## config.mk

```make
export PLATFORM = sky130hd
export DESIGN_NAME = nes_button_events
export DESIGN_NICKNAME = d
export VERILOG_FILES = /design/src/rtl/nes_pkg.sv /design/src/rtl/nes_event_fifo.sv /design/src/rtl/nes_button_events.sv
export SDC_FILE = /design/constraint.sdc
export NUM_CORES = 1
export LEC_CHECK = 0
export ABC_AREA = 0
export CAP_MARGIN = 20
export CORE_MARGIN = 2
export CORE_UTILIZATION = 47
export DETAILED_ROUTE_END_ITERATION = 7
export PLACE_DENSITY = 0.66
export SLEW_MARGIN = 10
export SYNTH_ARGS = -nofsm -noshare
export SYNTH_HDL_FRONTEND = slang
export SYNTH_SLANG_ARGS = --single-unit
```

## constraint.sdc

```tcl
create_clock -name clk_10MHz -period 3.39 [get_ports clk_10MHz]
set_input_delay 0.678 -clock clk_10MHz [delete_from_list [all_inputs] [get_ports clk_10MHz]]
set_output_delay 0.678 -clock clk_10MHz [all_outputs]
set_load 0.05 [all_outputs]
```

## src/rtl/nes_pkg.sv

```systemverilog
// Types and constants shared by the NES controller reader, button event logic and game logic.
// Button indices follow the controller's shift-out order, with A in the top bit.
package nes_pkg;

   localparam int NES_BUTTONS = 8;

   localparam int BTN_A      = 7;
   localparam int BTN_B      = 6;
   localparam int BTN_SELECT = 5;
   localparam int BTN_START  = 4;
   localparam int BTN_UP     = 3;
   localparam int BTN_DOWN   = 2;
   localparam int BTN_LEFT   = 1;
   localparam int BTN_RIGHT  = 0;

   localparam logic EVT_PRESS = 1'b1;

   typedef struct packed {
      logic       press;
      logic [2:0] idx;
   } event_t;

   // Index of the most significant set bit; 0 when none is set.
   function automatic logic [2:0] highest_index(input logic [NES_BUTTONS-1:0] v);
      highest_index = 3'd0;
      for (int k = 0; k < NES_BUTTONS; k++) begin
         if (v[k]) highest_index = 3'(k);
      end
   endfunction

endpackage

```

## src/rtl/nes_event_fifo.sv

```systemverilog
// First-word-fall-through FIFO with occupancy count. A push into a full FIFO is dropped,
// and the full test uses the count before any same-cycle pop.
module nes_event_fifo #(
   parameter  int WIDTH = 4,
   parameter  int DEPTH = 8,
   localparam int AW    = $clog2(DEPTH),
   localparam int CW    = AW + 1
) (
   input  logic             clk,
   input  logic             rst,
   input  logic             i_push,
   input  logic [WIDTH-1:0] i_data,
   input  logic             i_pop,
   output logic [WIDTH-1:0] o_data,
   output logic             o_valid,
   output logic [CW-1:0]    o_count
);

   logic [WIDTH-1:0] r_mem [DEPTH];
   logic [AW-1:0]    r_wr_ptr;
   logic [AW-1:0]    r_rd_ptr;
   logic [CW-1:0]    r_count;
   logic             w_push;
   logic             w_pop;

   assign w_push  = i_push && (r_count < CW'(DEPTH));
   assign w_pop   = i_pop && (r_count != '0);
   assign o_valid = (r_count != '0);
   assign o_count = r_count;
   // Head is shown combinationally so it is on the output as soon as it is stored.
   assign o_data  = o_valid ? r_mem[r_rd_ptr] : '0;

   always_ff @(posedge clk) begin
      if (w_push) r_mem[r_wr_ptr] <= i_data;
   end

   always_ff @(posedge clk or posedge rst) begin
      if (rst) begin
         r_wr_ptr <= '0;
         r_rd_ptr <= '0;
         r_count  <= '0;
      end else begin
         if (w_push) r_wr_ptr <= r_wr_ptr + AW'(1);
         if (w_pop)  r_rd_ptr <= r_rd_ptr + AW'(1);
         case ({w_push, w_pop})
            2'b10:   r_count <= r_count + CW'(1);
            2'b01:   r_count <= r_count - CW'(1);
            default: r_count <= r_count;
         endcase
      end
   end

endmodule

```

## src/rtl/nes_button_events.sv

```systemverilog
// Debounces the 8 NES buttons per poll frame and queues press/release events,
// serialised highest index first, through a small FWFT FIFO.
module nes_button_events
   import nes_pkg::*;
#(
   parameter  int DEBOUNCE_FRAMES = 2,
   parameter  int FIFO_DEPTH      = 8,
   localparam int CW              = $clog2(FIFO_DEPTH) + 1
) (
   input  logic                   clk_10MHz,
   input  logic                   reset,
   input  logic                   frame_valid,
   input  logic [NES_BUTTONS-1:0] buttons,
   input  logic                   event_ready,
   output logic                   event_valid,
   output logic [3:0]             event_code,
   output logic [NES_BUTTONS-1:0] held,
   output logic [CW-1:0]          fifo_count,
   output logic                   overflow
);

   logic [3:0]             r_cnt [NES_BUTTONS];
   logic [3:0]             w_cnt_next [NES_BUTTONS];
   logic [NES_BUTTONS-1:0] r_held;
   logic [NES_BUTTONS-1:0] r_pending;
   logic                   r_overflow;
   logic [NES_BUTTONS-1:0] w_toggle;
   logic [NES_BUTTONS-1:0] w_clear;
   logic [2:0]             w_idx;
   logic                   w_push;
   event_t                 w_evt;

   genvar gi;
   generate
      for (gi = 0; gi < NES_BUTTONS; gi++) begin : g_debounce
         assign w_toggle[gi] = frame_valid && (buttons[gi] != r_held[gi]) &&
                               (r_cnt[gi] == 4'(DEBOUNCE_FRAMES - 1));
         assign w_cnt_next[gi] = !frame_valid                                  ? r_cnt[gi] :
                                 ((buttons[gi] == r_held[gi]) || w_toggle[gi]) ? 4'd0      :
                                                                                 r_cnt[gi] + 4'd1;
      end
   endgenerate

   // The scanner holds off while the FIFO is full, so edges wait in pending instead of being dropped.
   assign w_push    = (r_pending != '0) && (fifo_count < CW'(FIFO_DEPTH));
   assign w_idx     = highest_index(r_pending);
   assign w_clear   = w_push ? (NES_BUTTONS'(1) << w_idx) : '0;
   assign w_evt.press = (r_held[w_idx] == EVT_PRESS);
   assign w_evt.idx   = w_idx;

   always_ff @(posedge clk_10MHz or posedge reset) begin
      if (reset) begin
         for (int k = 0; k < NES_BUTTONS; k++) r_cnt[k] <= 4'd0;
         r_held     <= '0;
         r_pending  <= '0;
         r_overflow <= 1'b0;
      end else begin
         for (int k = 0; k < NES_BUTTONS; k++) r_cnt[k] <= w_cnt_next[k];
         r_held    <= r_held ^ w_toggle;
         // A new toggle beats a same-cycle scanner clear; only a still-unserved edge counts as lost.
         r_pending <= (r_pending & ~w_clear) | w_toggle;
         if ((w_toggle & r_pending & ~w_clear) != '0) r_overflow <= 1'b1;
      end
   end

   nes_event_fifo #(
      .WIDTH ($bits(event_t)),
      .DEPTH (FIFO_DEPTH)
   ) u_fifo (
      .clk     (clk_10MHz),
      .rst     (reset),
      .i_push  (w_push),
      .i_data  (w_evt),
      .i_pop   (event_ready),
      .o_data  (event_code),
      .o_valid (event_valid),
      .o_count (fifo_count)
   );

   assign held     = r_held;
   assign overflow = r_overflow;

endmodule

```

# Word level (Yosys, flattened, before mapping)
# Memories as Yosys holds them, arrays and structs flattened.
# Cells that the tools add are included.
# op_classes
n_addsub	12
magnitude_cmp	2
n_eq_ne	26
shifts	1
mux	22
bitwise_logic	6
reduce_logical	31
# ops
operator	count
$add A4 B1 Y4 const B	9
$mux W4	9
$eq A4 B1 Y1 const B	8
$and A8 B8 Y8	3
$logic_and A1 B1 Y1	19
$reduce_bool A8 Y1	2
$mux W3	5
$eq A1 B1 Y1	8
$logic_or A1 B1 Y1	8
$mux W8	1
$ne A1 B1 Y1	8
$not A8 Y8	1
$or A8 B8 Y8	1
$pmux W4 S2	1
$shl A1 B3 Y8 const A	1
$xor A8 B8 Y8	1
$add A3 B1 Y3 const B	2
$lt A3 B4 Y1 const B	1
$lt A4 B4 Y1 const B	1
$mux W1	4
$reduce_bool A4 Y1	1
$sub A4 B1 Y4 const B	1
$bmux W1 S3	1
$eq A2 B1 Y1 const B	1
3 further kinds	3
# word_totals
regBits	59
mem_bits_rw	32
out_inout_bits	18
word_cells	115
memories	1
# memory_table
memory	words	word_bits	rd	rd_ports_with_merged_regs	write_ports	line	rtl
u_fifo.r_mem	8	4	1	0	1	nes_event_fifo.sv:19	logic [WIDTH-1:0] r_mem [DEPTH];

# Depth between registers and ports, before layout
# logic_depth
depth_word	12
mapped_depth	12

# Cells and area by module
# A second synthesis with hierarchy kept.
# unflattened
hier_cells	398
area_unflattened_um2	4690.7
# by_module_without_submodules
mod	instances	cells_each	area_per_inst_um2
nes_button_events	1	287	2862.7
nes_event_fifo	1	111	1828.0

# Least setup slack after synthesis
# Ideal clock, no wire load.
# synth_path
path_type	register to register
start	reg u_fifo.r_count[3], in the netlist u_fifo.o_count[3]
end	reg u_fifo.r_count[3], in the netlist u_fifo.o_count[3]
setup_time_ps	122
t_arrival_ps	2648
t_required_ps	3268
slack_ps	619
path_stages_with_launch	13
period_less_slack_ps	2771
path_cell_list	dfrtp_1 > buf_2 > nor4_4 > inv_2 > nand2_1 > inv_1 > ha_1 > ha_1 > a21o_1 > a21oi_1 > xnor2_1 > nor2_1 > xnor2_1
# synth_lines
item	line	rtl
start: declaration	nes_event_fifo.sv:22	logic [CW-1:0] r_count;
start signal: assignment	nes_event_fifo.sv:46	2'b10: r_count <= r_count + CW'(1);
start signal: assignment	nes_event_fifo.sv:47	2'b01: r_count <= r_count - CW'(1);
start signal: assignment	nes_event_fifo.sv:48	default: r_count <= r_count;
$reduce_bool A4 Y1 *	-	
net event_valid	nes_button_events.sv:15	output logic event_valid,
$logic_and A1 B1 Y1 *	nes_event_fifo.sv:27	assign w_pop = i_pop && (r_count != '0);
net u_fifo.w_pop	nes_event_fifo.sv:24	logic w_pop;
$eq A2 B1 Y1 / $eq A2 B2 Y1 (equally long branches)	nes_event_fifo.sv:45	case ({w_push, w_pop})
$pmux W4 S2 / $reduce_bool A2 Y1 (equally long branches)	-	
# Mark *: on every way through the listed nets, which the timed path passes. The rest lies on a longest branch.
# A chain may end at the register's enable or synchronous reset.

# Final worst setup path
# layout_path
start	reg u_fifo.r_rd_ptr[0]
end	out event_code[3]
# layout_via
elab_chain_cells	2
# layout_rtl
item	line	rtl
start: declaration	nes_event_fifo.sv:21	logic [AW-1:0] r_rd_ptr;
start signal: assignment	nes_event_fifo.sv:44	if (w_pop) r_rd_ptr <= r_rd_ptr + AW'(1);
$mem_v2 Z8 W4	-	
$mux W4	nes_event_fifo.sv:31	assign o_data = o_valid ? r_mem[r_rd_ptr] : '0;
end: declaration	nes_button_events.sv:16	output logic [3:0] event_code,
# Every way passes these cells.

==> flow_summary.yaml <==
route:
  remaining_drc_errors: 0
  vias: 3048
  drt_iter0_markers: 169
  vias_per_cell: 5.338
  ant_nets: 0
  first_pass_iters: 5
  wirelength_mm: 8.118
  routedWlPerCell_um: 14.22
worst_setup_path:
  ff2ff_path_depth: 11
  path_max_fanout: 10
  crit_path_start_kind: "flip-flop"
  criticalPathCategory: "reg -> out"
  critPathCaptureType: "output pin"
  cp.required_ps: 2710
  worstPathArrival_ps: 2510
  r2r_setup_slack_ps: 850
  worstReg2RegEnd: "u_fifo.o_count[3]"
  r2r-start: "u_fifo.o_count[3]"
sta:
  min_period_ps: 3189
  slew-limit-headroom: 0.4791
  period_share: 0.9408
  fmax_mhz: 313.5
  rsz0062_at_grt: "no"
  setup_viol: 0
  finalClockSkew_ps: 14.94
  setup_tns_ps: 0
  worst_hold_slack_ps: 499.6
  worst_pin_slew_ps: 779.6
  maxSlewViolCount: 0
  finalHoldViolations: 0
power:
  power_leakage_nw: 2.166
  max-vdd-ir-drop_mv: 0.5464
  powerDensity_nw_per_um2: 983.4
  total_power_mw: 5.205
grt:
  grt_use_total: 0.1591
  grt_pass1_wl_mm: 13.86
  grt_pass1_vias: 2858
  grt_overflow: 0
  antenna_found_initial: 0
  grt_max_degree: 60
yosys:
  synth_top_area_cell: "dfrtp_1"
  seq_area_frac_synth: 0.5189
  ys.flop_type: "dfrtp_1"
  synth_edf_count: 32
  yosysUniqueCellTypes: 51
  ys_top_cells_by_count: "59 x dfrtp_1, 32 x edfxtp_1, 30 x nand2_1"
  syn_nets: 440
  ys_ff_latch: 91
  synth_cells: 406
  synth_top_area_frac: 0.3143
  async_reset_ff_frac: 0.6484
  syn-cell-area_um2: 4697
  synth_area_leaders: "dfrtp_1 31%, edfxtp_1 20%, ha_1 5.6%"
  avgSynthCellArea_um2: 11.57
  yosys.cell_count.top_type: "dfrtp_1"
  synth_warnings: 0
place:
  place_area_um2: 5107
  portBuffers: 29
  place.gp.congestion: 0.8100
  dpl.hpwl_mm: 5.969
cells_and_area:
  diodes: 0
  final_nets: 467
  fillers: 876
  fin_util: 0.5440
  synthToLayoutAreaGrowth_pct: 12.68
  fin_area_um2: 5293
  drive_gt1_frac: 0.1233
hold_path:
  worstHoldEndpoint: "r_cnt[15]"
  hp-start: "r_cnt[15]"
  hold_path_depth: 1
  hold_path.class: "reg -> reg"
clock_network:
  cts_resized: 0
  h-tree-depth: 3
  cts_root_buf: "clkbuf_8"
  cts_sinks: 91
  numCtsBuffers: 9
  cts_tree: "done"
  cts_hold_buffers: 0
  insertion_delay_ps: 350
  clkTransAtPathRegs_ps: 90
  postCtsSetupBuffers: 0
  clockBufferDepth: 2
die:
  die_w_um: 104.0
  die_h_um: 104.0
  io_pins: 30
  die_area_um2: 10810
  rows: 36
  core_area_um2: 9729
  initial_utilization: 0.4828
run:
  max_cap_viol_count: 0
outcome:
  status: "complete, no violations"
stage by stage:
step / cells / worst slack, ps
after global routing: 571 / 19.65
after floorplan: 406 / 619.1
after CTS: 571 / 147.3
after global placement: 555 / 588.0
final: 571 / 200.5
after detailed placement: 555 / 555.3
cells in the final DEF (no fill, tap or decap), drive strengths merged, types with 3 or more instances in the layout:
cell type and n:
dfrtp 59, edfxtp 32, o21ai 32, nand2 30
nor2 29, clkdlybuf4s50 28, ha 21, inv 21
nand3 17, mux2 16, xnor2 13, nand2b 13
clkbuf 11, o22ai 9, a21oi 8, and3 8
mux4 8, xor2 6, nor2b 6, a32o 6
or2 6, and4bb 6, nor3 5, nor3b 5
buf 5, o31ai 4, a21o 4, mux2i 4
a22o 3, clkinv 3
metal layers:
layer / wire length (um) / global-route usage
met4: 160 / 0.06757
met3: 165 / 0.02193
met1: 3862 / 0.2153
met2: 3930 / 0.2585
met5: 0 / 0
power breakdown:
group	switching [mW]	total, mW	internal (mW)
clock	0.369	0.707	0.338
combinational	1.37	2.39	1.03
sequential	0.453	2.10	1.65
cell families after synthesis:
| logic type | after synthesis | share of synthesized area |
|---|---|---|
| compound gates | 76 | 0.1063 |
| xor+xnor | 19 | 0.03543 |
| fa+ha+maj | 22 | 0.06020 |
| buf+inv | 38 | 0.03463 |
| flops | 91 | 0.5189 |
| mux | 28 | 0.08524 |
| simple gates | 132 | 0.1593 |
worst max-delay path, stage by stage, from the launching register on:
cell             delay, ps
dfrtp_1                690
mux4_2                 570
mux2i_1                150
nor2_1                  50
clkdlybuf4s50_1        710
state kept, by name (all words and copies together) (netlist names):
| signal | cells |
|---|---|
| r_pending | 8 |
| held | 8 |
| u_fifo.o_count | 4 |
| u_fifo.r_wr_ptr | 3 |
| u_fifo.r_mem | 32 |
| overflow | 1 |
| r_cnt | 32 |
| u_fifo.r_rd_ptr | 3 |
worst max path at each step:
stage	to	startpoint	slack [ps]	depth (start not counted)
after global placement	event_code[3]	u_fifo.r_rd_ptr[0]	590	4
after global routing	event_code[0]	u_fifo.r_rd_ptr[0]	20	4
after floorplan	u_fifo.o_count[3]	u_fifo.o_count[3]	620	12
final	event_code[3]	u_fifo.r_rd_ptr[0]	200	4
after CTS	event_code[3]	u_fifo.r_rd_ptr[0]	150	4
after detailed placement	event_code[3]	u_fifo.r_rd_ptr[0]	560	4
cell type report:
cell class                 instances  area, um2  area share
sequential                        91       2437      0.4605
multi-input combinational        277       2097      0.3962
timing repair buffer              33      327.8     0.06194
tap                              133      166.4     0.03144
clock buffer                      11      131.4     0.02482
inverter                          21      78.83     0.01489
clock inverter                     5      53.80     0.01017
Note: power is estimated with default switching activity, not from simulation.
